**src/rtl/ldpc_decode_scheduler.sv**
```systemverilog
`default_nettype none
// ============================================================================
// Module      : ldpc_decode_scheduler
// Description : Sequencer for the LDPC decoder core. It loads LLRs, runs
//               alternating CN/VN sweeps with a syndrome check after each,
//               then streams the hard decisions out.
// Revision    : 1.0 - initial release
// ============================================================================
module ldpc_decode_scheduler #(
  parameter int LOG2N    = 4,
  parameter int N        = 12,
  parameter int M        = 6,
  parameter int LOG2ITER = 5,
  parameter int MAX_ITER = 20
) (
  input  logic                clk,
  input  logic                rst,
  input  logic                start,
  input  logic                abort,
  input  logic                in_valid,
  output logic                in_ready,
  output logic                llr_wr_en,
  output logic                cn_en,
  output logic                vn_en,
  output logic [LOG2N-1:0]    addr,
  input  logic                syndrome_zero,
  output logic                out_valid,
  input  logic                out_ready,
  output logic [2:0]          phase,
  output logic [LOG2ITER-1:0] iter_count,
  output logic                converged,
  output logic                busy,
  output logic                done
);

  typedef enum logic [2:0] {
    PH_IDLE = 3'd0,
    PH_LOAD = 3'd1,
    PH_CN   = 3'd2,
    PH_VN   = 3'd3,
    PH_CHK  = 3'd4,
    PH_OUT  = 3'd5
  } phase_e;

  localparam logic [LOG2N-1:0]    c_last_n    = LOG2N'(N - 1);
  localparam logic [LOG2N-1:0]    c_last_m    = LOG2N'(M - 1);
  localparam logic [LOG2ITER-1:0] c_last_iter = LOG2ITER'(MAX_ITER - 1);

  phase_e              state_q, state_d;
  logic [LOG2N-1:0]    cnt_q, cnt_d;
  logic [LOG2ITER-1:0] iter_q, iter_d;
  logic                conv_q, conv_d;
  logic                done_q, done_d;

  always_ff @(posedge clk) begin
    if (rst) begin
      state_q <= PH_IDLE;
      cnt_q   <= '0;
      iter_q  <= '0;
      conv_q  <= 1'b0;
      done_q  <= 1'b0;
    end else begin
      state_q <= state_d;
      cnt_q   <= cnt_d;
      iter_q  <= iter_d;
      conv_q  <= conv_d;
      done_q  <= done_d;
    end
  end

  always_comb begin
    state_d = state_q;
    cnt_d   = cnt_q;
    iter_d  = iter_q;
    conv_d  = conv_q;
    done_d  = 1'b0;
    case (state_q)
      PH_IDLE: begin
        if (start) begin
          state_d = PH_LOAD;
          cnt_d   = '0;
          iter_d  = '0;
          conv_d  = 1'b0;
        end
      end
      PH_LOAD: begin
        if (in_valid) begin
          if (cnt_q == c_last_n) begin
            state_d = PH_CN;
            cnt_d   = '0;
          end else begin
            cnt_d = cnt_q + LOG2N'(1);
          end
        end
      end
      PH_CN: begin
        if (cnt_q == c_last_m) begin
          state_d = PH_VN;
          cnt_d   = '0;
        end else begin
          cnt_d = cnt_q + LOG2N'(1);
        end
      end
      PH_VN: begin
        if (cnt_q == c_last_n) begin
          state_d = PH_CHK;
          cnt_d   = '0;
        end else begin
          cnt_d = cnt_q + LOG2N'(1);
        end
      end
      PH_CHK: begin
        cnt_d  = '0;
        iter_d = iter_q + LOG2ITER'(1);
        // Convergence wins even on the last permitted iteration.
        if (syndrome_zero) begin
          conv_d  = 1'b1;
          state_d = PH_OUT;
        end else if (iter_q == c_last_iter) begin
          conv_d  = 1'b0;
          state_d = PH_OUT;
        end else begin
          state_d = PH_CN;
        end
      end
      PH_OUT: begin
        if (out_ready) begin
          if (cnt_q == c_last_n) begin
            state_d = PH_IDLE;
            cnt_d   = '0;
            done_d  = 1'b1;
          end else begin
            cnt_d = cnt_q + LOG2N'(1);
          end
        end
      end
      default: state_d = PH_IDLE;
    endcase
    // Abort abandons the codeword but keeps the result registers frozen.
    if (abort && (state_q != PH_IDLE)) begin
      state_d = PH_IDLE;
      cnt_d   = '0;
      iter_d  = iter_q;
      conv_d  = conv_q;
      done_d  = 1'b0;
    end
  end

  assign phase      = state_q;
  assign in_ready   = (state_q == PH_LOAD);
  assign cn_en      = (state_q == PH_CN);
  assign vn_en      = (state_q == PH_VN);
  assign out_valid  = (state_q == PH_OUT);
  assign busy       = (state_q != PH_IDLE);
  assign addr       = (state_q == PH_CHK) ? '0 : cnt_q;
  assign llr_wr_en  = in_valid & in_ready;
  assign iter_count = iter_q;
  assign converged  = conv_q;
  assign done       = done_q;

endmodule
`default_nettype wire

```
**config.mk**
```make
export PLATFORM = sky130hd
export DESIGN_NAME = ldpc_decode_scheduler
export DESIGN_NICKNAME = d
export VERILOG_FILES = /design/src/rtl/ldpc_decode_scheduler.sv
export SDC_FILE = /design/constraint.sdc
export NUM_CORES = 1
export LEC_CHECK = 0
export BUFFER_PORTS_ARGS = -buffer_cell sky130_fd_sc_hd__buf_4
export CORE_AREA = 2 2 54 56
export CTS_CLUSTER_SIZE = 30
export DETAILED_ROUTE_END_ITERATION = 16
export DIE_AREA = 0 0 56 58
export PLACE_DENSITY = 0.62
export SKIP_LAST_GASP = 1
export SLEW_MARGIN = 30
export SYNTH_ARGS = -nofsm -noshare
export SYNTH_HDL_FRONTEND = slang
export SYNTH_SLANG_ARGS = --single-unit
```
**constraint.sdc**
```tcl
create_clock -name clk -period 1.6 [get_ports clk]
set_clock_uncertainty 0.15 [all_clocks]
set_input_delay 0.16 -clock clk [delete_from_list [all_inputs] [get_ports clk]]
set_output_delay 0.16 -clock clk [all_outputs]
set_load 0.005 [all_outputs]
```
==> impl_metrics.yaml <==
run_status:
  run_status: "complete, but fails checks"
  violations: "setup timing"
worst_setup_path:
  crit_path_frequent_cell: "buf_6"
  worstSetupEndpointType: "primary output"
  worstSetupPathType: "reg -> out"
  critPathLaunchType: "flop"
  critPathMaxStageDelay_ns: 0.39
  crit_required_ns: 1.29
  worstPathCellList: "buf_6 -> or3b_4 -> and2_4 -> buf_6"
  rrSetupSlack_ns: -0.02
  critPathArrivalTime_ns: 1.39
  reg2regPathDepth: 5
  cp_slowest_cell: "or3b_4"
  timing.rr.start: "iter_count[0]"
  crit_family: "simple AND/OR/NAND/NOR gates"
  crit_buf_inv: 2
  timing.rr.end: "phase[1]"
  crit_path_max_fanout: 4
detailed_routing:
  first_pass_iters: 4
  viasPerCell: 5.48
  drt_first_iter_violations: 33
  wl_per_cell_um: 15.2
  wl_mm: 3.01
  vias: 1085
  antenna_left: 0
  route.detailed.drc: 0
sta:
  hold_slack_ns: 0.0218
  period_minus_slack_ns: 1.70
  worstMarginPinSlew_ns: 0.324
  finalCritPeriodShare_pct: 106
  grt_setup_unrepaired: "yes"
  setup_slack_ns: -0.0958
  max-slew-margin-rel_pct: 78.4
  setup_viol: 8
  fmax_ghz: 0.590
  finalHoldViolCount: 0
  slew_violations: 0
logic_synthesis:
  postSynthNetCount: 125
  syn_inst: 115
  ys_warn_count: 0
  synthDistinctLibCells: 48
  netlist_area_um2: 960
  yosysSeqAreaShare_pct: 29.2
  syn_area_per_cell_um2: 8.34
  synth_edf_count: 0
  synth-main-ff-cell: "dfxtp_1"
  ys_ff_latch: 14
  async_reset_ff_share_pct: 0
cells_and_area:
  regArea_um2: 290
  num_antenna_cells: 0
  drive_above_1_share_pct: 53.3
  stdcell_area_mm2: 0.00153
  nets: 178
  fin_cells: 198
  final_common_cell: "buf_4"
  area_delta_synth_final_pct: 59.5
  layout_common_cells: "46 x buf_4, 8 x nor2_1, 8 x dfxtp_1"
  nFillCells: 252
  multi_input_area_um2: 728
worst_hold_path:
  worstHoldStart: "syndrome_zero"
  hold_depth: 3
  hold_path_end: "converged"
  worstHoldPathType: "in -> reg"
placed_design:
  place.detailed.hpwl_mm: 2.11
  port_buffers: 26
  place_area_mm2: 0.00130
  gp_congestion: 0.898
  dpl.cell_count: 185
die:
  dieArea_mm2: 0.00325
  ioPinCount: 27
  fp.dieH_um: 58
  die_w_um: 56
  core_mm2: 0.00266
  rows: 19
  initial_core_util_pct: 36.0
job:
  cap_violations: 0
clocking:
  cts.htree.levels: 1
  clockRootBuffer: "clkbuf_4"
  clock_latency_ns: 0.28
  cts_sinks: 14
  cts_tree: "done"
  cts_buffers: 3
  clockBufferDepth: 2
  clkTransAtPathRegs_ns: 0.09
grt:
  grt-ovfl-total: 0
  grt_pass1_vias: 1018
  grt_util_all_layers_pct: 18.1
  grt_max_degree: 12
  grt_pass1_wl_mm: 4.62
  antenna_found_initial: 0
pwr:
  p_leak_uw: 0.000645
  peakVddDrop_mv: 0.466
  power_density_mw_per_mm2: 670
==> metal layers <==
layer  up-vias  part of all wire [%]  global-route usage [%]
met3         6                   3.5                    2.90
met4         0                   1.8                    6.46
met1       526                    43                    21.2
met2        24                    52                    33.4
li1        529                     -                       -
met5         -                     0                       0
==> per-stage QoR <==
step / setup WS, ns / setup TNS, ns / power (uW) / utilization (%)
2_1_floorplan: 0.0175 / 0 / 546 / -
3_3_place_gp: -0.00355 / -0.00355 / 668 / 48.7
3_5_place_dp: 0.00498 / 0 / 674 / 48.7
4_1_cts: -0.115 / -0.543 / 992 / 54.1
5_1_grt: -0.144 / -0.906 / 1080 / 57.5
6_report: -0.0958 / -0.322 / 1030 / 57.5
==> state kept, by name, summed over array words and instances, names as in the netlist <==
signal      flops
converged       1
cnt_q           4
phase           3
done            1
iter_count      5
==> worst max path at each step <==
stage / start / endpoint / slack [ns] / cells after the start
floorplan: cnt_q[0] / phase[2] / 0.02 / 6
global placement: cnt_q[1] / phase[0] / -0.004 / 5
detailed placement: cnt_q[1] / phase[0] / 0.005 / 5
CTS: phase[0] / addr[0] / -0.11 / 4
global route: phase[0] / addr[3] / -0.14 / 4
finish: phase[0] / addr[0] / -0.1 / 4
==> synthesized netlist by cell type, types with 2 or more instances <==
| cell | n | area share (%) |
|---|---|---|
| dfxtp_1 | 14 | 29 |
| nor2_1 | 10 | 3.9 |
| a21oi_1 | 7 | 3.7 |
| o21ai_0 | 7 | 3.7 |
| and2_1 | 6 | 3.9 |
| nor3_1 | 5 | 2.6 |
| inv_1 | 4 | 1.6 |
| nand2_1 | 4 | 1.6 |
| nor2b_1 | 4 | 2.6 |
| ha_1 | 3 | 3.9 |
| o2111ai_1 | 3 | 2.7 |
| xor2_1 | 3 | 2.7 |
| a31oi_1 | 2 | 1.3 |
| buf_2 | 2 | 1.0 |
| nand2b_1 | 2 | 1.3 |
| nand3_1 | 2 | 1.0 |
| nand3b_1 | 2 | 1.6 |
| nand4_1 | 2 | 1.3 |
| nand4b_1 | 2 | 1.8 |
| o21ai_1 | 2 | 1.0 |
| or3_1 | 2 | 1.3 |
==> kinds of logic (layout without fill, tap and decap cells) <==
logic type               after synthesis  count (layout)  synth area share (%)
AND/OR/NAND/NOR                       50              50                  32.1
buffers and inverters                  9              61                  4.95
multiplexers                           2               2                  2.22
flip-flops                            14              14                  29.2
XOR/XNOR                               3               3                  2.74
AO/OA/AOI/OAI                         34              34                  24.9
adder cells (fa/ha/maj)                3               3                  3.91
==> worst min-delay path, cell delays in order <==
cell and delay [ns]:
buf_4 0.14, nand2_1 0.05, a21oi_1 0.06
==> report_power, final <==
group / internal, uW / switching [uW] / total, uW
registers: 358 / 7.48 / 365
clock network: 138 / 122 / 260
logic: 215 / 186 / 400
==> cell type report <==
type	count	share of cell area, %
Inverter	4	0.981
Multi-Input combinational cell	92	47.6
Timing Repair Buffer	53	27.6
Tap cell	31	2.53
Sequential cell	14	19.0
Clock buffer	4	2.37
==> timing repair <==
item,CTS,global route
setup endpoints to repair,10,19
pin swaps,7,14
endpoints found under the hold margin,4,0
hold buffers,2,0
gates resized for setup,13,24
setup buffers,6,1
Note: power is estimated with default switching activity, not from simulation.
